$ cat config.mk
export PLATFORM = sky130hd
export DESIGN_NAME = counter_bounded
export DESIGN_NICKNAME = d
export VERILOG_FILES = /design/src/rtl/counter_bounded.sv
export SDC_FILE = /design/constraint.sdc
export NUM_CORES = 1
export LEC_CHECK = 0
export CAP_MARGIN = 30
export CELL_PAD_IN_SITES_DETAIL_PLACEMENT = 1
export CELL_PAD_IN_SITES_GLOBAL_PLACEMENT = 1
export CORE_MARGIN = 4
export CORE_UTILIZATION = 30
export DETAILED_ROUTE_END_ITERATION = 10
export PLACE_DENSITY = 0.72
export SYNTH_ARGS = -nofsm -noshare
export SYNTH_HDL_FRONTEND = slang
export SYNTH_SLANG_ARGS = --single-unit
$ cat constraint.sdc
create_clock -name clock -period 7.53 [get_ports clock]
set_input_delay 1.506 -clock clock [delete_from_list [all_inputs] [get_ports clock]]
set_output_delay 1.506 -clock clock [all_outputs]
set_load 0.05 [all_outputs]
$ cat src/rtl/counter_bounded.sv
// counter_bounded: bounded up/down counter with programmable step, runtime limit, wrap/saturate and flags
// Ports: clock, reset (async, active-low); enable gates all updates; count_up/count_down step by step;
// load takes load_value clamped to limit; limit is the inclusive top of range 0..limit; mode 0 wraps, 1 saturates;
// counter_value, overflow, underflow are registered; at_max, at_zero are combinational views of counter_value.
module counter_bounded #(
    parameter int WIDTH      = 8,
    parameter int STEP_WIDTH = 4
) (
    input  logic                  clock,
    input  logic                  reset,
    input  logic                  enable,
    input  logic                  count_up,
    input  logic                  count_down,
    input  logic                  load,
    input  logic [WIDTH-1:0]      load_value,
    input  logic [STEP_WIDTH-1:0] step,
    input  logic [WIDTH-1:0]      limit,
    input  logic                  mode,
    output logic [WIDTH-1:0]      counter_value,
    output logic                  at_max,
    output logic                  at_zero,
    output logic                  overflow,
    output logic                  underflow
);
    // Two guard bits: one for the carry past limit, one so a negative wrap-down result shows up as the msb.
    localparam int XW = WIDTH + 2;
    logic [XW-1:0] v_x, l_x, s_x, sum, up_wrap, dn_wrap;
    logic [WIDTH-1:0] nxt;
    logic ov_n, uf_n;
    assign v_x     = XW'(counter_value);
    assign l_x     = XW'(limit);
    assign s_x     = XW'(step);
    assign sum     = v_x + s_x;
    assign up_wrap = sum - l_x - 1'b1;
    assign dn_wrap = l_x + 1'b1 + v_x - s_x;
    always_comb begin
        nxt  = counter_value;
        ov_n = 1'b0;
        uf_n = 1'b0;
        if (enable && !load && counter_value > limit) begin
            nxt  = mode ? limit : '0;
            ov_n = 1'b1;
        end else if (enable && load) begin
            nxt = load_value > limit ? limit : load_value;
        end else if (enable && count_up && !count_down) begin
            ov_n = sum > l_x;
            nxt  = !ov_n ? WIDTH'(sum) : mode ? limit : up_wrap > l_x ? '0 : WIDTH'(up_wrap);
        end else if (enable && count_down && !count_up) begin
            uf_n = s_x > v_x;
            nxt  = !uf_n ? WIDTH'(v_x - s_x) : mode ? '0 : dn_wrap[XW-1] ? limit : WIDTH'(dn_wrap);
        end
    end
    always_ff @(posedge clock or negedge reset) begin
        if (!reset) begin
            counter_value <= '0;
            overflow      <= 1'b0;
            underflow     <= 1'b0;
        end else begin
            counter_value <= nxt;
            overflow      <= ov_n;
            underflow     <= uf_n;
        end
    end
    assign at_max  = counter_value == limit;
    assign at_zero = counter_value == '0;
endmodule

Yosys cells after proc, flatten, opt, wreduce, memory -nomap -nowiden --
Cells that the tools add are included.
Storage, ports and cells: bits in registers 10, input port bits 27, logic and storage cells 47, output and inout bits 12
Cells by class: order comparisons 5, equal/unequal tests 1, reductions and logical operators 12, muxes and demuxes 19, add/subtract/negate cells 7
Operator list (number):
- 8-bit two-way mux | 12
- 8-bit > comparator | 2
- 9-bit by 8-bit adder with 10-bit output | 1
- 10-bit by 8-bit > comparator with 1-bit output | 1
- 10-bit by 1-bit subtractor with 10-bit output (second input constant) | 1
- 10-bit by 4-bit subtractor with 10-bit output | 1
- 9-bit by 8-bit subtractor with 10-bit output | 1
- 8-bit by 1-bit adder with 9-bit output (second input constant) | 1
- 8-bit by 4-bit adder with 9-bit output | 1
- 9-bit by 8-bit > comparator with 1-bit output | 1
- 8-bit == test | 1
- 4-bit by 8-bit > comparator with 1-bit output | 1
- 8-bit zero test | 1
- 8-bit by 4-bit subtractor with 8-bit output | 1
- 1-bit logical AND | 7
- 1-bit two-way mux | 7
- 4-bit nonzero test | 1
- 1-bit zero test | 3

Logic depth before layout (Yosys ltp) --
Gate-level depths: netlist of the first run.
word-level depth 10, depth in mapped cells 20, mapped depth without buffers 20

Least setup slack after synthesis of the first run --
Ideal clock, no wire load.
path type input-to-reg, start point input step[0], end point register counter_value[6], stages 18, required time 7.429 ns, buffers on the path 0, data arrival time 5.153 ns, slack 2.276 ns, setup time 0.101 ns, cells stage by stage ha_1 -> fa_1 -> nand2b_2 -> a21oi_1 -> xnor2_1 -> ha_1 -> nand2_1 -> or3_1 -> a22o_1 -> xnor2_1 -> ha_1 -> a22oi_1 -> nand2_1 -> o32ai_1 -> o2111ai_1 -> nor2_4 -> a221oi_1 -> o32ai_1
On the way: cells in the longest elaborated chain, start to end 10, elaborated cells between the ends (all ways) 18, those cells by class add/sub (5); order compare (3); mux (10)
Ends and longest elaborated chain:
- start, declared | line 16 | input logic [STEP_WIDTH-1:0] step,
- 8-bit by 4-bit adder with 9-bit output | line 33 | assign sum = v_x + s_x;
- 9-bit by 8-bit subtractor with 10-bit output | line 34 | assign up_wrap = sum - l_x - 1'b1;
- 10-bit by 1-bit subtractor with 10-bit output | line 34
- 10-bit by 8-bit > comparator with 1-bit output | line 47 | nxt = !ov_n ? WIDTH'(sum) : mode ? limit : up_wrap > l_x ? '0 : WIDTH'(up_wrap);
- 8-bit two-way mux (3 in series) | line 47
- 8-bit two-way mux (*) | line 45 | end else if (enable && count_up && !count_down) begin
- 8-bit two-way mux (*) | line 43 | end else if (enable && load) begin
- 8-bit two-way mux (*) | line 40 | if (enable && !load && counter_value > limit) begin
- end signal, assigned | line 59 | counter_value <= nxt;
- end, declared | line 19 | output logic [WIDTH-1:0] counter_value,
Mark *: on every way between the ends. The rest lies on a longest branch, timed or not. The select of a mux whose other input is x is not followed. A chain may end at the register's enable or synchronous reset.

Worst setup path in the final report of the first run --
start point input step[2], end point register counter_value[6]
The elaborated chain is that of the path after synthesis.

==> flow_results.org, run 1 <==
** Clocking
- TritonCTS built the clock tree.
- Clock tree synthesis selected as its root buffer the cell sky130_fd_sc_hd__clkbuf_8.
- Clock-pin slew reported for the worst setup and hold paths after clock tree synthesis :: 0.06 ns
- Clock network latency to the later pin of the worst-skew pair :: 0.25 ns
- Once the clock tree was built, the resizer swapped 0 gates to a different size.
- Maximum level of the CTS H-tree :: 1
- Counting the buffers created by CTS gives 3.
- Number of setup buffers added after CTS :: 0
- TritonCTS Sinks :: 10
- Buffer depth of the longest clock path :: 2
- After clock tree synthesis, the flow added hold-fix buffers numbering 0.

** Worst setup path
- Element type at the critical path end :: flop
- Kind of cell adding the most delay to the critical path :: compound AO/OA/AOI/OAI gates
- Of all nets on the critical path, the largest fanout is 7.
- Critical Path Slowest Stage Cell :: sky130_fd_sc_hd__clkdlybuf4s50_1
- The critical path goes through clkdlybuf4s50_1 -> inv_1 -> ha_1 -> nand2b_2 -> a21oi_1 -> xnor2_1 -> ha_1 -> nand2_1 -> or3_1 -> a22o_1 -> xnor2_1 -> ha_1 -> a22oi_1 -> nand2_1 -> o32ai_1 -> o2111ai_1 -> nor2_4 -> a221oi_1 -> o32ai_1.
- Type of the worst setup path :: primary input to flop
- Critical Path Most Common Cell :: sky130_fd_sc_hd__ha_1
- CP bufs+invs :: 2
- STA puts the critical path data arrival time at 6.36 ns.
- Critical path startpoint category :: primary input
- Worst Reg2Reg Path Length in Cells :: 18
- Critical Path RT :: 7.67 ns
- Critical Path Stages :: 19
- Maximum cell stage delay along the critical path :: 0.54 ns

** Synthesis
- In this run, synthesis inferred 0 flip-flops with an integrated enable.
- The synthesized design contains 10 register bits.
- Number of distinct standard cells referenced by the synthesized netlist :: 68
- In the synthesized netlist, the number of instances is 378.
- Syn_area_per_cell :: 7.87 um^2
- In the synthesized netlist the async set-or-reset flop fraction comes to 100%.
- Part of the Yosys area used for sequential elements :: 8.41%
- Post-synthesis net count :: 466
- Yosys warning count :: 0
- Among all flip-flop cells after synthesis, the most frequent one is sky130_fd_sc_hd__dfrtp_1.
- After synthesis the cells add up to 0.00297 mm^2.

** Timing
- Setup violations remaining at the end of the flow were counted as 0.
- Share of the cycle needed by the critical path after routing :: 82.6%
- Final worst path period need :: 6.22 ns
- Setup repair after global routing missed its margin :: no
- Timing would allow up to 0.161 GHz.
- Headroom to the max-slew limit :: 34.1%
- Worst clock skew on the final layout :: 0.00793 ns
- The count of endpoints failing hold in the final timing report was 0.
- Sum Neg Setup Slack :: 0 ns
- At the pin with the least slew margin, the transition time is 0.984 ns.
- The final max-slew violation count came to 0.

** Global route
- Pin count of the biggest net entering global routing :: 20
- Remaining global-route overflow :: 0
- First-pass GRT wire length :: 17.4 mm
- The number of antenna violations at the first check in global routing came to 0.
- Number of global-route vias before repair :: 3138
- Tot GR Track Use :: 19.4%

** Cells and area
- Multi-input logic area :: 0.00251 mm^2
- Final #Nets :: 502
- Flip-flop and latch area :: 250 um^2
- Number of antenna diodes :: 0
- Fill count :: 1206
- Area growth from synthesis to layout :: 18.9%
- The post-route netlist has 3.63% of its cells at a drive strength greater than 1.

** Detailed routing
- Vias per cell :: 5.59
- Wire length per cell :: 20.2 um
- Number of DRC markers in iteration 0 :: 213
- Final routed DRC violation total :: 0
- Total number of vias :: 3054
- Sum of routed wire length over all layers :: 11.0 mm
- Post-route antenna net violation count :: 0
- First drt pass iteration count :: 4

** Power and ir drop
- Total power for the finished layout comes to 1.68 mW.
- For this design the ratio of total power to cell area is 475 mW/mm^2.
- Peak supply drop :: 164 uV
- Leakage power :: 1.54 nW

** Run status
- The run finished with clean final reports.

** Floorplanning
- Area of the die :: 0.0116 mm^2
- Starting density of the core :: 30.6%
- The initialized floorplan defines 36 standard-cell rows.
- Die boundary width :: 108 um
- For this design the top-level I/O count stands at 39.
- In this run the vertical extent of the chip is 108 um.
- Core footprint :: 0.00973 mm^2

** Placed design
- HPWL after detailed placement :: 9.26 mm
- Gpl congestion :: 0.956
- Count of port buffers added during placement :: 38

** Hold path
- Hold depth :: 2
- The path class of the tightest hold or removal check is flop to flop.

** Flow run
- Max Cap Violations :: 0
worst paths after layout:
| check | endpoint | startpoint | slack [ns] |
|---|---|---|---|
| min reg2reg | counter_value[7] | counter_value[7] | 0.72 |
| max in group asynchronous | counter_value[4] | reset | 5.58 |
| min | counter_value[7] | counter_value[7] | 0.72 |
| min in group asynchronous | overflow | reset | 1.60 |
| max | counter_value[6] | step[2] | 1.31 |
| max reg2reg | counter_value[6] | counter_value[0] | 2.65 |
worst reg2reg max path: cells and delay by family, from the launching register on:
kind	cells	cell delay, ns
compound gates	7	1.50
xor+xnor	2	0.55
fa+ha+maj	4	1.25
flops	1	0.47
simple gates	5	1.01
layer usage:
layer | GRT usage (%) | routed length, um
met4 | 2.16 | 149
met2 | 31.3 | 4900
met3 | 1.92 | 490
met1 | 28.6 | 5500
met5 | 0 | 0
registers in the layout, summed over array words and instances (netlist names):
signal / count
underflow: 1
overflow: 1
counter_value: 8
metrics by stage:
step / utilization [%] / std cells / setup WS (ns) / hold WS [ns] / cell area (um^2)
6_report: 36.3 / 546 / 1.31 / 0.724 / 3540
5_1_grt: 36.3 / 546 / 1.07 / 0.759 / 3540
4_1_cts: 36.3 / 546 / 1.38 / 0.705 / 3540
3_5_place_dp: 35.8 / 542 / 1.16 / 0.689 / 3480
3_3_place_gp: 35.8 / 542 / 1.42 / 0.684 / 3480
2_1_floorplan: - / 378 / 2.28 / 0.874 / 2970
logic make-up after synthesis:
family / Yosys count / synth area share [%]
flops: 10 / 8.41
mux: 4 / 1.35
fa+ha+maj: 61 / 27.4
compound gates: 128 / 30.9
simple gates: 103 / 19.1
buf+inv: 53 / 7.15
xor+xnor: 19 / 5.60
cell type report:
cell class / count / share of cell area (%)
multi-input combinational: 315 / 71.0
timing repair buffer: 38 / 10.8
sequential: 10 / 7.08
inverter: 46 / 4.88
tap: 133 / 4.71
clock buffer: 4 / 1.56
power by group:
| group | internal [mW] | total, mW | switching [mW] |
|---|---|---|---|
| Sequential | 0.0755 | 0.139 | 0.0634 |
| Combinational | 0.571 | 1.47 | 0.897 |
| Clock | 0.0462 | 0.0714 | 0.0251 |
| Total | 0.693 | 1.68 | 0.986 |
synthesized netlist by cell type, drive strengths merged, types with 4 or more instances:
cell / instances / share of area [%]
a2111oi: 4 / 2.1
a211oi: 6 / 1.5
a21o: 5 / 1.3
a21oi: 28 / 4.7
a221oi: 10 / 3.2
a22oi: 4 / 1.0
and3: 7 / 1.5
buf: 4 / 0.97
dfrtp: 10 / 8.4
fa: 7 / 4.7
ha: 54 / 23
inv: 46 / 5.8
mux2i: 4 / 1.3
nand2: 15 / 1.9
nand2b: 5 / 1.1
nand3: 7 / 1.2
nand4: 4 / 0.84
nor2: 25 / 3.4
nor2b: 5 / 1.1
nor3: 10 / 1.7
nor3b: 4 / 1.0
o211ai: 10 / 2.5
o21a: 4 / 1.0
o21ai: 22 / 3.8
o21bai: 4 / 1.0
o31ai: 5 / 1.4
xnor2: 13 / 3.8
xor2: 6 / 1.8
cells in the final DEF (no fill, tap or decap), drive strengths merged, types with 5 or more instances in the layout:
cell	Yosys	layout
nand3	7	7
a21o	5	5
nor3	10	10
fa	7	7
dfrtp	10	10
xnor2	13	13
and3	7	7
xor2	6	6
o31ai	5	5
a21oi	28	28
a221oi	10	10
clkdlybuf4s50	0	38
nand2	15	15
inv	46	46
ha	54	54
o21ai	22	22
nor2	25	25
nor2b	5	5
a211oi	6	6
o211ai	10	10
nand2b	5	5
No activity file was read; power rests on OpenSTA's default activity.
==> run 2: changes to the inputs <==
- clock period: 7.53 -> 5.85 ns (I/O delays scaled with it)
==> run 2 against run 1 <==
- sequential share of layout area shrank 0.15 points
- utilization rose by 0.81 points
- final cell count up 1.8%
- combinational power rose by 31%
- worst hold slack better by 0.0047 ns
- critical path depth is the same
- wire length grew 2.2%
- non-clock buffer count rose by 10
- largest cell class unchanged
==> flow_results.org, run 2 (synthesized netlist as in run 1, its figures left out) <==
** Run status
- Run status :: complete, no violations

** Timing
- The transition time at the pin with the least slew margin was 0.859 ns (-0.125 ns).
- The count of endpoints failing hold in the final timing report was 0 (unchanged).
- Worst clock skew on the final layout :: 0.00230 ns (-0.00563 ns)
- Final Setup Violations :: 0 (unchanged)
- Max Slew Vio Count :: 0 (unchanged)
- Share of the cycle needed by the critical path after routing :: 95.1%
- Setup repair after global routing left no endpoint under its margin.
- The worst path needs 5.56 ns of the cycle, external delays included.
- For this run, the top clock speed supported by timing is 0.180 GHz.
- Headroom to the max-slew limit :: 42.5% (+8.4 points)
- Setup ws final :: 0.287 ns (-1.03 ns)
- The minimum hold slack came to 0.729 ns (+0.00467 ns).

** Cells and area
- counter_value holds more flip-flops than any other register.
- Fill count :: 1227 (+1.7%)
- From synthesis to final layout, the design area changed by 21.5%.
- The library cells used most frequently in the layout, excluding fill and tap cells, are 54 x sky130_fd_sc_hd__ha_1, 46 x sky130_fd_sc_hd__inv_1, 38 x sky130_fd_sc_hd__clkdlybuf4s50_1.
- Registers with the most flip-flops :: counter_value: 8 flops, overflow: 1 flops, underflow: 1 flops
- The final standard cell count with taps included and fillers excluded came to 556 (+1.8%).
- The final core area utilization is 37.2% (+0.81 points).
- Most common cell after layout, fill and taps aside :: sky130_fd_sc_hd__ha_1
- Proportion of layout cells with a drive suffix above 1 :: 6.15% (+2.5 points)
- Final #Nets :: 512 (+2.0%)
- Number of antenna diodes :: 0 (unchanged)
- The number of flip-flops in the largest register is 8 (unchanged).

** Floorplanning
- Core footprint :: 0.00973 mm^2 (unchanged)
- The starting density of the core is 30.6% (unchanged).
- The count of boundary I/O pins came to 39 (unchanged).
- The die extent in x is 108 um (unchanged).
- Standard-cell rows :: 36 (unchanged)
- The area enclosed by the die boundary was 0.0116 mm^2 (unchanged).
- The height of the chip came to 108 um (unchanged).

** Global route
- Pin count of the biggest net entering global routing :: 20 (unchanged)
- First-pass GRT wire length :: 17.7 mm (+1.7%)
- Initial antenna violation count :: 0 (unchanged)
- Number of global-route vias before repair :: 3260 (+3.9%)
- Remaining global-route overflow :: 0 (unchanged)
- Tot GR Track Use :: 19.5% (+0.11 points)

** Placed design
- The post-detailed-placement half-perimeter wirelength was 9.46 mm (+2.2%).
- Placed cell count :: 552 (+1.8%)
- The placer congestion estimate came to 0.871 (-8.9%).
- The pre-CTS setup slack is -0.00449 ns (-1.17 ns).
- Count of port buffers added during placement :: 38 (unchanged)

** Hold path
- The number of cells on the worst hold path is 2 (unchanged).
- Worst min path class :: flop to flop
- For hold timing, the worst endpoint is counter_value[0].
- Critical hold path startpoint :: counter_value[0]

** Power and ir drop
- The peak ir drop on the vdd network came to 193 uV (+18%).
- Power per unit of standard cell area :: 607 mW/mm^2 (+28%)
- The leakage power figure was 1.58 nW (+3.2%).

** Clocking
- The TritonCTS buffer count was 3 (unchanged).
- The clock latency reported for the late side of the worst-skew pair is 0.23 ns (-0.02 ns).
- The clock sink total was 10 (unchanged).
- Number of setup buffers added after CTS :: 0 (unchanged)
- Root buffer cell :: sky130_fd_sc_hd__clkbuf_8
- The maximum buffer depth of the clock tree came to 2 (unchanged).
- The register clock-pin slew on the reported worst setup and hold paths came to 0.05 ns (about the same).
- TritonCTS clock tree :: done
- Maximum level of the CTS H-tree :: 1 (unchanged)

** Worst setup path
- The maximum fanout count along the critical path came to 7 (unchanged).
- Element type at the critical path end :: flop
- Worst Reg2Reg Path Length in Cells :: 18 (unchanged)
- Worst path arrival time :: 5.70 ns (-0.66 ns)
- Startpoint of the most critical register-to-register path :: counter_value[0]
- Critical Path RT :: 5.99 ns (-1.68 ns)
- The setup path with the least slack is of type primary input to flop.
- The setup slack on the worst flop-to-flop path came to 1.19 ns (-1.46 ns).
- The endpoint identified for the worst register-to-register timing path is counter_value[6].
- Critical path startpoint category :: primary input

** Detailed routing
- The detailed-route vias per instance came to 5.66 (+1.2%).
- Wire length per cell :: 20.3 um (+0.40%)
- Post-route antenna net violation count :: 0 (unchanged)
- First drt pass iteration count :: 4 (unchanged)
- The residual DRC count was 0 (unchanged).
- The number of design-rule violations left by the first detailed-router iteration is 269 (+26%).
- Total number of vias :: 3147 (+3.0%)
- Sum of routed wire length over all layers :: 11.3 mm (+2.2%)

** Flow run
- The reported max-cap violation count is 0 (unchanged).
## run 2: changes by cell type in the layout (fill, tap and decap cells not counted), sizes merged
cell  delta
buf     +10
## run 2: worst max-delay path by stage
stage	startpoint	endpoint	slack, ns
after floorplan	step[0]	counter_value[6]	0.93
after global placement	step[3]	counter_value[6]	0.17
after detailed placement	step[3]	counter_value[6]	-0.004
after CTS	step[3]	counter_value[6]	0.21
after global routing	step[1]	counter_value[6]	0.08
final	step[0]	counter_value[6]	0.29
## run 2: where the power goes
group / total, mW / switching [mW] / internal, mW
clock: 0.0887 / 0.0293 / 0.0593
combinational: 1.93 / 1.17 / 0.762
sequential: 0.178 / 0.0811 / 0.0971
total: 2.19 / 1.28 / 0.919
## run 2: final cells by class
type                            count  area, um^2  area share [%]
Timing Repair Buffer               48         455            12.6
Sequential cell                    10         250            6.92
Multi-Input combinational cell    315        2510            69.6
Inverter                           46         173            4.78
Tap cell                          133         166            4.60
Clock buffer                        4        55.1            1.52
## run 2: stage by stage
| step | power (mW) | setup TNS, ns | area [um^2] |
|---|---|---|---|
| CTS | 2.17 | 0 | 3610 |
| floorplan | 1.52 | 0 | 2970 |
| detailed placement | 2.06 | -0.00449 | 3560 |
| global placement | 2.01 | 0 | 3560 |
| global route | 2.38 | 0 | 3610 |
| finish | 2.19 | 0 | 3610 |
## run 2: routing by layer
layer / GRT usage, % / wire (um)
met1: 27.9 / 5210
met2: 31.9 / 5120
met3: 2.34 / 830
met4: 2.89 / 121
met5: 0 / 0
## run 2: repair_timing
action	CTS	global route
endpoints found under the setup margin	0	2
hold endpoints to repair	0	0
hold buffers	0	0
gates resized for setup	0	1
## run 2: critical path: stages
cell	delay [ns]
sky130_fd_sc_hd__clkdlybuf4s50_1	0.44
sky130_fd_sc_hd__ha_1	0.23
sky130_fd_sc_hd__fa_1	0.42
sky130_fd_sc_hd__nand2b_2	0.13
sky130_fd_sc_hd__a21oi_2	0.09
sky130_fd_sc_hd__xnor2_1	0.17
sky130_fd_sc_hd__ha_1	0.38
sky130_fd_sc_hd__nand2_1	0.09
sky130_fd_sc_hd__or3_1	0.41
sky130_fd_sc_hd__a22o_1	0.23
sky130_fd_sc_hd__xnor2_1	0.21
sky130_fd_sc_hd__ha_1	0.31
sky130_fd_sc_hd__a22oi_1	0.18
sky130_fd_sc_hd__nand2_1	0.07
sky130_fd_sc_hd__o32ai_1	0.31
sky130_fd_sc_hd__o2111ai_1	0.24
sky130_fd_sc_hd__nor2_4	0.23
sky130_fd_sc_hd__a221oi_1	0.12
sky130_fd_sc_hd__o32ai_1	0.29
